`src/rtl/alu_share_ctrl.sv`:
```
// -----------------------------------------------------------------------------
// alu_share_ctrl
//
// Shares one combinational 32-bit ALU between two clients. A round-robin
// arbiter picks one request while idle. The winning operands are registered
// onto the ALU input ports. The ALU outputs are sampled one cycle later, and
// the result is returned on a single tagged response channel. Illegal opcodes
// are never executed. They return an error response straight away.
//
// Handshakes: a transfer happens on a rising clk edge where valid and ready
// are both high. reqN_ready is combinational from the valids and the state,
// so clients must not wait for ready before raising valid. rsp_valid and all
// rsp_* / alu_* outputs stay stable until the cycle where rsp_ready is high.
//
// Ports
//   clk, rst_n                 clock, synchronous active-low reset
//   reqN_valid/ready           request handshake for client N (0, 1)
//   reqN_a, reqN_b, reqN_op    operands and 4-bit ALU opcode for client N
//   rsp_valid/ready            response handshake
//   rsp_id                     client that owns the response
//   rsp_result/zero/cout       ALU result and flags (0 on error)
//   rsp_err                    illegal opcode; nothing was issued
//   alu_a, alu_b, alu_op       registered operands to the ALU
//   alu_result/zero/cout       combinational outputs of the ALU
//   busy                       controller is not idle
//   op_count                   completed responses, wraps
// -----------------------------------------------------------------------------
module alu_share_ctrl #(
    parameter int DATA_W = 32,
    parameter int CNT_W  = 16
) (
    input  logic              clk,
    input  logic              rst_n,
    input  logic              req0_valid,
    output logic              req0_ready,
    input  logic [DATA_W-1:0] req0_a,
    input  logic [DATA_W-1:0] req0_b,
    input  logic [3:0]        req0_op,
    input  logic              req1_valid,
    output logic              req1_ready,
    input  logic [DATA_W-1:0] req1_a,
    input  logic [DATA_W-1:0] req1_b,
    input  logic [3:0]        req1_op,
    output logic              rsp_valid,
    input  logic              rsp_ready,
    output logic              rsp_id,
    output logic [DATA_W-1:0] rsp_result,
    output logic              rsp_zero,
    output logic              rsp_cout,
    output logic              rsp_err,
    output logic [DATA_W-1:0] alu_a,
    output logic [DATA_W-1:0] alu_b,
    output logic [3:0]        alu_op,
    input  logic [DATA_W-1:0] alu_result,
    input  logic              alu_zero,
    input  logic              alu_cout,
    output logic              busy,
    output logic [CNT_W-1:0]  op_count
);

    typedef enum logic [1:0] {
        IDLE = 2'd0,
        EXEC = 2'd1,
        RESP = 2'd2
    } state_t;

    state_t            state_q, state_d;
    logic [DATA_W-1:0] alu_a_q, alu_a_d;
    logic [DATA_W-1:0] alu_b_q, alu_b_d;
    logic [3:0]        alu_op_q, alu_op_d;
    logic [DATA_W-1:0] rsp_result_q, rsp_result_d;
    logic              rsp_id_q, rsp_id_d;
    logic              rsp_zero_q, rsp_zero_d;
    logic              rsp_cout_q, rsp_cout_d;
    logic              rsp_err_q, rsp_err_d;
    logic [CNT_W-1:0]  op_count_q, op_count_d;
    logic              last_grant_q, last_grant_d;

    // Arbitration (only meaningful in IDLE)
    logic              any_req;
    logic              grant_id;
    logic [DATA_W-1:0] sel_a;
    logic [DATA_W-1:0] sel_b;
    logic [3:0]        sel_op;
    logic              sel_legal;

    function automatic logic op_is_legal(input logic [3:0] op);
        case (op)
            4'b0000, 4'b0001, 4'b0010, 4'b0110, 4'b0111, 4'b1100: op_is_legal = 1'b1;
            default:                                             op_is_legal = 1'b0;
        endcase
    endfunction

    always_comb begin
        any_req = req0_valid | req1_valid;
        // On a tie, the client that did not win last time gets the grant.
        // A lone requester always wins.
        if (req0_valid && req1_valid) begin
            grant_id = ~last_grant_q;
        end else begin
            grant_id = req1_valid;
        end
        sel_a     = grant_id ? req1_a  : req0_a;
        sel_b     = grant_id ? req1_b  : req0_b;
        sel_op    = grant_id ? req1_op : req0_op;
        sel_legal = op_is_legal(sel_op);
    end

    // Ready is also gated by rst_n so it stays low for the whole reset hold,
    // including the very first cycle before the state register is cleared.
    assign req0_ready = rst_n && (state_q == IDLE) && any_req && !grant_id;
    assign req1_ready = rst_n && (state_q == IDLE) && any_req &&  grant_id;

    always_comb begin
        state_d      = state_q;
        alu_a_d      = alu_a_q;
        alu_b_d      = alu_b_q;
        alu_op_d     = alu_op_q;
        rsp_result_d = rsp_result_q;
        rsp_id_d     = rsp_id_q;
        rsp_zero_d   = rsp_zero_q;
        rsp_cout_d   = rsp_cout_q;
        rsp_err_d    = rsp_err_q;
        op_count_d   = op_count_q;
        last_grant_d = last_grant_q;

        case (state_q)
            IDLE: begin
                if (any_req) begin
                    alu_a_d  = sel_a;
                    alu_b_d  = sel_b;
                    alu_op_d = sel_op;
                    rsp_id_d = grant_id;
                    if (sel_legal) begin
                        state_d = EXEC;
                    end else begin
                        // The ALU still sees the illegal opcode, but its
                        // outputs are never sampled. Respond with an error.
                        rsp_err_d    = 1'b1;
                        rsp_result_d = '0;
                        rsp_zero_d   = 1'b0;
                        rsp_cout_d   = 1'b0;
                        state_d      = RESP;
                    end
                end
            end
            EXEC: begin
                rsp_result_d = alu_result;
                rsp_zero_d   = alu_zero;
                rsp_cout_d   = alu_cout;
                rsp_err_d    = 1'b0;
                state_d      = RESP;
            end
            RESP: begin
                if (rsp_ready) begin
                    last_grant_d = rsp_id_q;
                    op_count_d   = op_count_q + CNT_W'(1);
                    state_d      = IDLE;
                end
            end
            default: begin
                state_d = IDLE;
            end
        endcase
    end

    always_ff @(posedge clk) begin
        if (!rst_n) begin
            state_q      <= IDLE;
            alu_a_q      <= '0;
            alu_b_q      <= '0;
            alu_op_q     <= '0;
            rsp_result_q <= '0;
            rsp_id_q     <= 1'b0;
            rsp_zero_q   <= 1'b0;
            rsp_cout_q   <= 1'b0;
            rsp_err_q    <= 1'b0;
            op_count_q   <= '0;
            last_grant_q <= 1'b1;   // so client 0 wins the first tie
        end else begin
            state_q      <= state_d;
            alu_a_q      <= alu_a_d;
            alu_b_q      <= alu_b_d;
            alu_op_q     <= alu_op_d;
            rsp_result_q <= rsp_result_d;
            rsp_id_q     <= rsp_id_d;
            rsp_zero_q   <= rsp_zero_d;
            rsp_cout_q   <= rsp_cout_d;
            rsp_err_q    <= rsp_err_d;
            op_count_q   <= op_count_d;
            last_grant_q <= last_grant_d;
        end
    end

    assign alu_a      = alu_a_q;
    assign alu_b      = alu_b_q;
    assign alu_op     = alu_op_q;
    assign rsp_valid  = (state_q == RESP);
    assign rsp_id     = rsp_id_q;
    assign rsp_result = rsp_result_q;
    assign rsp_zero   = rsp_zero_q;
    assign rsp_cout   = rsp_cout_q;
    assign rsp_err    = rsp_err_q;
    assign busy       = (state_q != IDLE);
    assign op_count   = op_count_q;

endmodule

```
`config.mk`:
```
export PLATFORM = sky130hd
export DESIGN_NAME = alu_share_ctrl
export DESIGN_NICKNAME = d
export VERILOG_FILES = /design/src/rtl/alu_share_ctrl.sv
export SDC_FILE = /design/constraint.sdc
export NUM_CORES = 1
export LEC_CHECK = 0
export ABC_CLOCK_PERIOD_IN_PS = 2900
export CORE_UTILIZATION = 37
export DETAILED_ROUTE_END_ITERATION = 10
export MAX_ROUTING_LAYER = met4
export PLACE_DENSITY = 0.82
export SYNTH_ARGS = -nofsm -noshare
export SYNTH_HDL_FRONTEND = slang
export SYNTH_SLANG_ARGS = --single-unit
```
`constraint.sdc`:
```
create_clock -name clk -period 2.9 [get_ports clk]
set_clock_uncertainty 0.05 [all_clocks]
set_input_delay 0.58 -clock clk [delete_from_list [all_inputs] [get_ports clk]]
set_output_delay 0.58 -clock clk [all_outputs]
set_load 0.02 [all_outputs]
```
==> out/summary.txt, run 1 <==
Status: finished, final reports clean
# IOs: 299
Largest net degree at the start of global routing: 138
P per Cell Area: 585 nW/um^2
Final non-filler cell area: 9000 um^2
Wire per inst: 15.4 um
Post-DP Area: 8450 um^2
Final min period: 2.81 ns
Drt pass-1 iters: 4
Cell taking the most area after synthesis: dfxtp_1
Die ar.: 15000 um^2
Commonest cells post-synth: nand2_1 (183), dfxtp_1 (123), nor2_1 (85)
DR DRC count: 0
Yosys top cell area share: 0.460
Max clock buf depth: 2
Seq cells post-synth: 123
Routed vias/inst: 4.96
Worst-skew pair later-pin latency: 0.41 ns
FFs w/ async S/R, synth: 0
Gpl congestion: 0.794
Post-Syn Area: 5360 um^2
Setup total negative slack: 0 ns
WP data required: 2.27 ns
Yosys cell types: 40
Worst-Margin Slew: 0.772 ns
Peak Freq: 356 MHz
First-pass GRT wire length: 27200 um
Max-cap check violation count: 0
Final Hold Violating Endpoints: 0
Max IR drop VDD: 0.387 mV
Initial core utilization: 0.383
Inserted Clock Buffers: 17
GRT Residual Overflow: 0
Sequential area share after synthesis: 0.460
Post-synth EDFFs: 0
Most frequent cell after synthesis: nand2_1
Setup bufs post-CTS: 0
HPWL after DPL: 12100 um
CTS H-tree depth: 4
RSZ-0062 raised after global routing: no
Synth top area cells: dfxtp_1 (46%), nand2_1 (13%), a311oi_1 (11%)
Leak Pwr: 3.37 nW
Initial detailed-routing violation count: 387
Initial antenna violation count: 0
Placed instance count: 1088
Crit. End Element: output port
Fin. max-slew vios: 0
Final cell count without fillers: 1121
Nets: 1103
Post-DRT Antenna Nets: 0
Share of cells above drive strength 1: 0.0840
Crit share post-route: 0.969
Clock sinks: 123
Gr usage total: 0.242
Worst Path Arrival: 2.18 ns
Die height: 122 um
Worst relative slew slack: 0.485
Routed WL: 17300 um
Clk root buf: clkbuf_16
Ys flop type: dfxtp_1
Area growth, synth to finish: 68.1%
Syn. warnings: 0
Vias: 5562
HP Class: register to register
Syn_nets: 824
Cell Rows: 43
Post-cts resize count: 0
Core area: 14000 um^2
Avg Inst Size Synth: 8.26 um^2
Kind of critical path: input pin to output port
Final Setup Violations: 0
Post-Synthesis Cells: 648
CTS tree: built
CP max FO: 3
Clock transition at path regs: 0.05 ns
Number of port buffers: 298
Die Wd: 122 um
Vias in the first global route: 5433
Post-CTS Hold Buffers: 0
CP Launch Type: input pin
==> registers in the layout (all words and copies together), names as in the netlist <==
| signal | flops |
|---|---|
| rsp_result | 32 |
| rsp_zero | 1 |
| state_q | 2 |
| rsp_err | 1 |
| alu_op | 4 |
| rsp_cout | 1 |
| alu_b | 32 |
| last_grant_q | 1 |
| alu_a | 32 |
| op_count | 16 |
| rsp_id | 1 |
==> per-stage QoR <==
step	setup WS (ns)	util	total power, mW	hold WS [ns]
floorplan	0.636	-	2.65	0.423
global route	0.00896	0.643	5.52	0.443
global placement	0.112	0.604	3.31	0.400
CTS	0.0947	0.643	5.32	0.417
detailed placement	0.102	0.604	3.32	0.409
finish	0.0895	0.644	5.26	0.416
==> final timing paths <==
kind	from	end	slack [ns]	cells past startpoint
max	req0_valid	req0_ready	0.09	6
min reg2reg	rsp_result[19]	rsp_result[19]	0.42	2
max reg2reg	last_grant_q	rsp_zero	0.90	6
min	rsp_result[19]	rsp_result[19]	0.42	2
==> critical path, cell delays in order <==
cell and delay [ns]:
clkdlybuf4s50_1 0.55, nor2_1 0.10, nor2_4 0.12, nand2_1 0.10
nor2_1 0.10, clkdlybuf4s50_1 0.62
==> cell families after synthesis <==
group | share of synthesized area
XOR/XNOR | 0.0164
multiplexers | 0.00561
adder cells (fa/ha/maj) | 0.00234
AO/OA/AOI/OAI | 0.206
buffers and inverters | 0.0724
flip-flops | 0.460
AND/OR/NAND/NOR | 0.237
==> layout make-up <==
type / count / area [um^2]
well taps: 180 / 225
clock inverters: 13 / 101
clock buffers: 19 / 453
fillers: 1189 / 4980
repair buffers: 310 / 3100
multi-input cells: 438 / 2520
flip-flops and latches: 123 / 2460
inverters: 37 / 139
diodes: 1 / 2.50
==> report_power, final <==
group	internal (mW)	switching, mW
combinational	0.658	0.682
sequential	1.86	0.0921
clock	1.21	0.765
==> routing by layer <==
layer	vias up	part of all wire	global-route usage
met5	-	0	-
met4	0	0.021	0.0976
met3	30	0.075	0.0706
met2	229	0.48	0.396
met1	2515	0.42	0.277
li1	2788	-	-
==> cell usage in the layout, fill, tap and decap left out, drive strengths merged, types with 3 or more instances in the layout <==
master,count
nand4,4
nor4,4
nor3,4
a21oi,4
o21ai,3
nand2,183
clkinvlp,3
xnor2,8
nand3,8
nor2,85
nand2b,4
dfxtp,123
buf,12
and3b,3
a311oi,68
inv,37
o31ai,35
clkdlybuf4s50,298
mux2i,3
clkinv,9
clkbuf,19
(Power assumes the default switching activity.)
==> run 2, diff against run 1 <==
--- a/config.mk
+++ b/config.mk
@@ -14,2 +14,3 @@
 export SYNTH_HDL_FRONTEND = slang
 export SYNTH_SLANG_ARGS = --single-unit
+export TNS_END_PERCENT = 30
--- a/constraint.sdc
+++ b/constraint.sdc
@@ -3,3 +3,3 @@
 set_input_delay 0.58 -clock clk [delete_from_list [all_inputs] [get_ports clk]]
 set_output_delay 0.58 -clock clk [all_outputs]
-set_load 0.02 [all_outputs]
+set_load 0.05 [all_outputs]
==> run 2 against run 1 <==
Global-route usage is 0.39 points lower. Sequential share of layout area grew 0.13 points. Critical path depth is 4 lower. Critical path type is now register to output port. Sequential power about the same. Clock power decreased by 7%. Cell count decreased by 0.45%. Die area did not move. Wire length fell by 0.34%. Power is 4.4% higher. Non-clock buffer count stayed put. Highest routed layer unchanged. Maximum frequency up 5.0%. First-iteration DRC count is 2.8% lower.
==> out/summary.txt, run 2 (synthesis gave the netlist of run 1 again) <==
Status: finished, final reports clean
Fin. max-slew vios: 0
DR DRC count: 0
Vias: 5583
Kind of critical path: register to output port
Initial antenna violation count: 0
Max clock buf depth: 2
Setup bufs post-CTS: 0
Worst relative slew slack: 0.616
Nets: 1103
Routed vias/inst: 5.00
Largest net degree at the start of global routing: 138
Initial detailed-routing violation count: 376
Clk root buf: clkbuf_16
Clock transition at path regs: 0.06 ns
Die height: 122 um
RSZ-0062 raised after global routing: no
P per Cell Area: 613 nW/um^2
Clock sinks: 123
Post-CTS Hold Buffers: 0
Routed WL: 17200 um
# IOs: 299
Post-cts resize count: 0
First-pass GRT wire length: 26600 um
Initial core utilization: 0.383
Worst-Margin Slew: 0.575 ns
Crit. End Element: output port
Die Wd: 122 um
Drt pass-1 iters: 6
Max-cap check violation count: 0
Inserted Clock Buffers: 17
HPWL after DPL: 12300 um
Most common cell after layout, fill and taps aside: clkdlybuf4s50_1
Vias in the first global route: 5331
Leak Pwr: 3.34 nW
Final Hold Violating Endpoints: 0
Share of cells above drive strength 1: 0.0812
Most frequent cells in the layout: clkdlybuf4s50_1 (296), nand2_1 (183), dfxtp_1 (123)
HP Class: register to register
Setup total negative slack: 0 ns
Crit path max-delay cell type: clkdlybuf4s50_1
Crit share post-route: 0.923
Cell Rows: 43
Worst-skew pair later-pin latency: 0.41 ns
Max incr delay on CP: 0.88 ns
WP data required: 2.27 ns
Die ar.: 15000 um^2
Crit-path cells: or2_1, clkdlybuf4s50_1
Worst Path Arrival: 2.05 ns
GRT Residual Overflow: 0
Number of port buffers: 298
Area growth, synth to finish: 67.3%
Gr usage total: 0.238
CTS tree: built
Core area: 14000 um^2
CP max FO: 7
Gpl congestion: 0.798
Wire per inst: 15.4 um
CTS H-tree depth: 4
Max IR drop VDD: 0.378 mV
Final min period: 2.68 ns
Diode count: 0
Peak Freq: 374 MHz
Post-DRT Antenna Nets: 0
CP Launch Type: register
Overall power: 5.49 mW
Final Setup Violations: 0
## run 2: worst max-delay path: cells and delay by family (launching register included)
family | cells | cell delay (ns)
buf+inv | 1 | 0.88
simple gates | 1 | 0.26
flops | 1 | 0.50
## run 2: power by group
| part | total [mW] | switching, mW | leakage, nW | internal [mW] |
|---|---|---|---|---|
| sequential | 1.95 | 0.0940 | 1.01 | 1.86 |
| combinational | 1.71 | 1.05 | 2.09 | 0.654 |
| clock | 1.83 | 0.727 | 0.241 | 1.11 |
## run 2: worst paths after layout
kind / from / end / slack (ns) / cells after the start
min reg2reg: rsp_zero / rsp_zero / 0.42 / 2
max reg2reg: state_q[1] / alu_a[3] / 0.96 / 5
max: state_q[1] / busy / 0.22 / 2
min: rsp_zero / rsp_zero / 0.42 / 2
## run 2: stage by stage
step            util  cell area, um^2  setup slack (ns)  hold WS [ns]  instances
3_5_place_dp   0.604             8450             0.269         0.407       1088
2_1_floorplan      -             5360             0.119         0.423        648
4_1_cts        0.641             8960             0.206         0.419       1116
5_1_grt        0.641             8960             0.144         0.438       1116
3_3_place_gp   0.604             8450             0.333         0.401       1088
6_report       0.641             8960             0.223         0.418       1116
## run 2: final cells by class
type / count / area, um^2
Tap cell: 180 / 225
Clock buffer: 20 / 457
Fill cell: 1147 / 5030
Inverter: 37 / 139
Timing Repair Buffer: 310 / 3110
Sequential cell: 123 / 2460
Multi-Input combinational cell: 438 / 2520
Clock inverter: 8 / 50.0
## run 2: metal layers
metal / track usage / vias up / routed length, um
li1: - / 2784 / -
met1: 0.265 / 2544 / 7040
met2: 0.403 / 229 / 8620
met3: 0.0692 / 26 / 1230
met4: 0.0877 / 0 / 349
met5: - / - / 0
==> run 3, diff against run 2 <==
CAP_MARGIN = 10   (was default)
PLACE_DENSITY = 0.77   (was 0.82)
==> run 3 against run 2 <==
Register-to-register slack gained 0.02 ns. Worst hold slack lost 0.0068 ns. Clock power grew 8%. Combinational power is essentially flat. Power grew 2.6%. Die area is the same. Worst setup slack gained 0.047 ns. Sequential share of layout area shrank 0.16 points. Non-clock buffer count shrank 3. Sequential power is essentially flat. Clock-buffer cell count grew 4. Critical path type unchanged. Largest power group is now clock.
==> out/summary.txt, run 3 (synthesis gave the netlist of run 1 again) <==
Setup bufs post-CTS: 0
Cell Rows: 43
Worst Path Arrival: 2.00 ns
Post-CTS Hold Buffers: 0
Max incr delay on CP: 0.84 ns
GRT Residual Overflow: 0
DR WL met2: 8030 um
Reg2reg end: alu_b[25]
Met3 WL post-DR: 1290 um
Worst r2r path cells: 5
Hold Crit Depth: 2
WP data required: 2.27 ns
First-pass GRT wire length: 25700 um
DR DRC count: 0
Placed instance count: 1085
Die Wd: 122 um
CTS H-tree depth: 4
Area growth, synth to finish: 68.3%
Final cell count without fillers: 1116
Max-cap check violation count: 0
Share of cells above drive strength 1: 0.0791
Post-DP Area: 8460 um^2
R2r setup slk: 0.98 ns
Final Hold Violating Endpoints: 0
Clk root buf: clkbuf_16
Initial antenna violation count: 0
Post-Route M1 WL: 7150 um
HP Class: register to register
Setup total negative slack: 0 ns
Crit path max-delay cell type: clkdlybuf4s50_1
RSZ-0062 raised after global routing: no
Reg area: 2460 um^2
Final min period: 2.63 ns
Peak Freq: 380 MHz
Fin. max-slew vios: 0
Hold path startpoint: rsp_result[11]
FILL cells: 1191
CP max FO: 7
Worst-skew pair later-pin latency: 0.41 ns
Initial detailed-routing violation count: 328
Largest net degree at the start of global routing: 138
Hold EP: rsp_result[11]
Final Setup Violations: 0
CTS tree: built
Most common cell after layout, fill and taps aside: clkdlybuf4s50_1
Initial core utilization: 0.383
Gr usage total: 0.229
Vias in the first global route: 5239
Crit-path cells: or2_1, clkdlybuf4s50_1
Clock sinks: 123
Inserted Clock Buffers: 17
Vias: 5518
Routed WL: 16800 um
Number of port buffers: 298
CP Launch Type: register
Clock transition at path regs: 0.05 ns
Die ar.: 15000 um^2
Core area: 14000 um^2
Routed vias/inst: 4.94
Post-cts resize count: 0
Highest metal used: met4
Post-DRT Antenna Nets: 0
Leak Pwr: 3.37 nW
Worst flop-to-flop path startpoint: state_q[1]
Max IR drop VDD: 0.369 mV
P per Cell Area: 625 nW/um^2
Worst relative slew slack: 0.599
Crit share post-route: 0.907
Gpl congestion: 0.800
Die height: 122 um
Status: finished, final reports clean
Worst-Margin Slew: 0.602 ns
Multi-input logic area: 2520 um^2
Kind of critical path: register to output port
HPWL after DPL: 11800 um
Nets: 1100
# IOs: 299
Most frequent cells in the layout: clkdlybuf4s50_1 (296), nand2_1 (183), dfxtp_1 (123)
Wire per inst: 15.1 um
Crit. End Element: output port
Final non-filler cell area: 9010 um^2
Worst Hold Margin: 0.411 ns
Diode count: 0
Drt pass-1 iters: 4
Max clock buf depth: 2
run 3: changes by cell type in the layout (fill, tap and decap cells not counted):
cell and change:
clkbuf_8 +2, buf_4 -5, clkinvlp_4 -2, clkbuf_1 +2, bufinv_16 +1, buf_12 +2
run 3: report_power, final:
group	internal [mW]	switching, mW	leakage [nW]
registers	1.86	0.0931	1.01
logic	0.660	1.05	2.09
clock network	1.26	0.722	0.272
total	3.78	1.86	3.37
run 3: worst max path at each step:
stage | from | to | slack, ns | cells after the start
after CTS | state_q[1] | busy | 0.25 | 2
after detailed placement | req0_valid | req0_ready | 0.38 | 6
after floorplan | state_q[1] | req0_ready | 0.12 | 6
after global placement | req0_valid | req0_ready | 0.39 | 6
final | state_q[1] | busy | 0.27 | 2
after global routing | state_q[1] | busy | 0.20 | 2
run 3: metrics by stage:
step	power (mW)	setup WS (ns)	util
CTS	5.69	0.248	0.644
floorplan	3.02	0.119	-
detailed placement	3.69	0.379	0.605
global route	5.88	0.198	0.644
global placement	3.68	0.388	0.605
finish	5.64	0.270	0.644
run 3: area by class of cell:
cell class | count | area share
multi-input combinational | 438 | 0.280
inverter | 37 | 0.0154
tap | 180 | 0.0250
sequential | 123 | 0.273
clock inverter | 7 | 0.00722
clock buffer | 24 | 0.0546
timing repair buffer | 307 | 0.345
run 3: worst max-delay path: cells and delay by family, from the launching register on:
kind                   cells  cell delay, ns
AND/OR/NAND/NOR            1            0.26
buffers and inverters      1            0.84
flip-flops                 1            0.48
run 3: per-layer routing:
metal | vias up | global-route usage
li1 | 2778 | -
met1 | 2500 | 0.258
met4 | 0 | 0.0816
met3 | 25 | 0.0776
met2 | 215 | 0.376
met5 | - | -
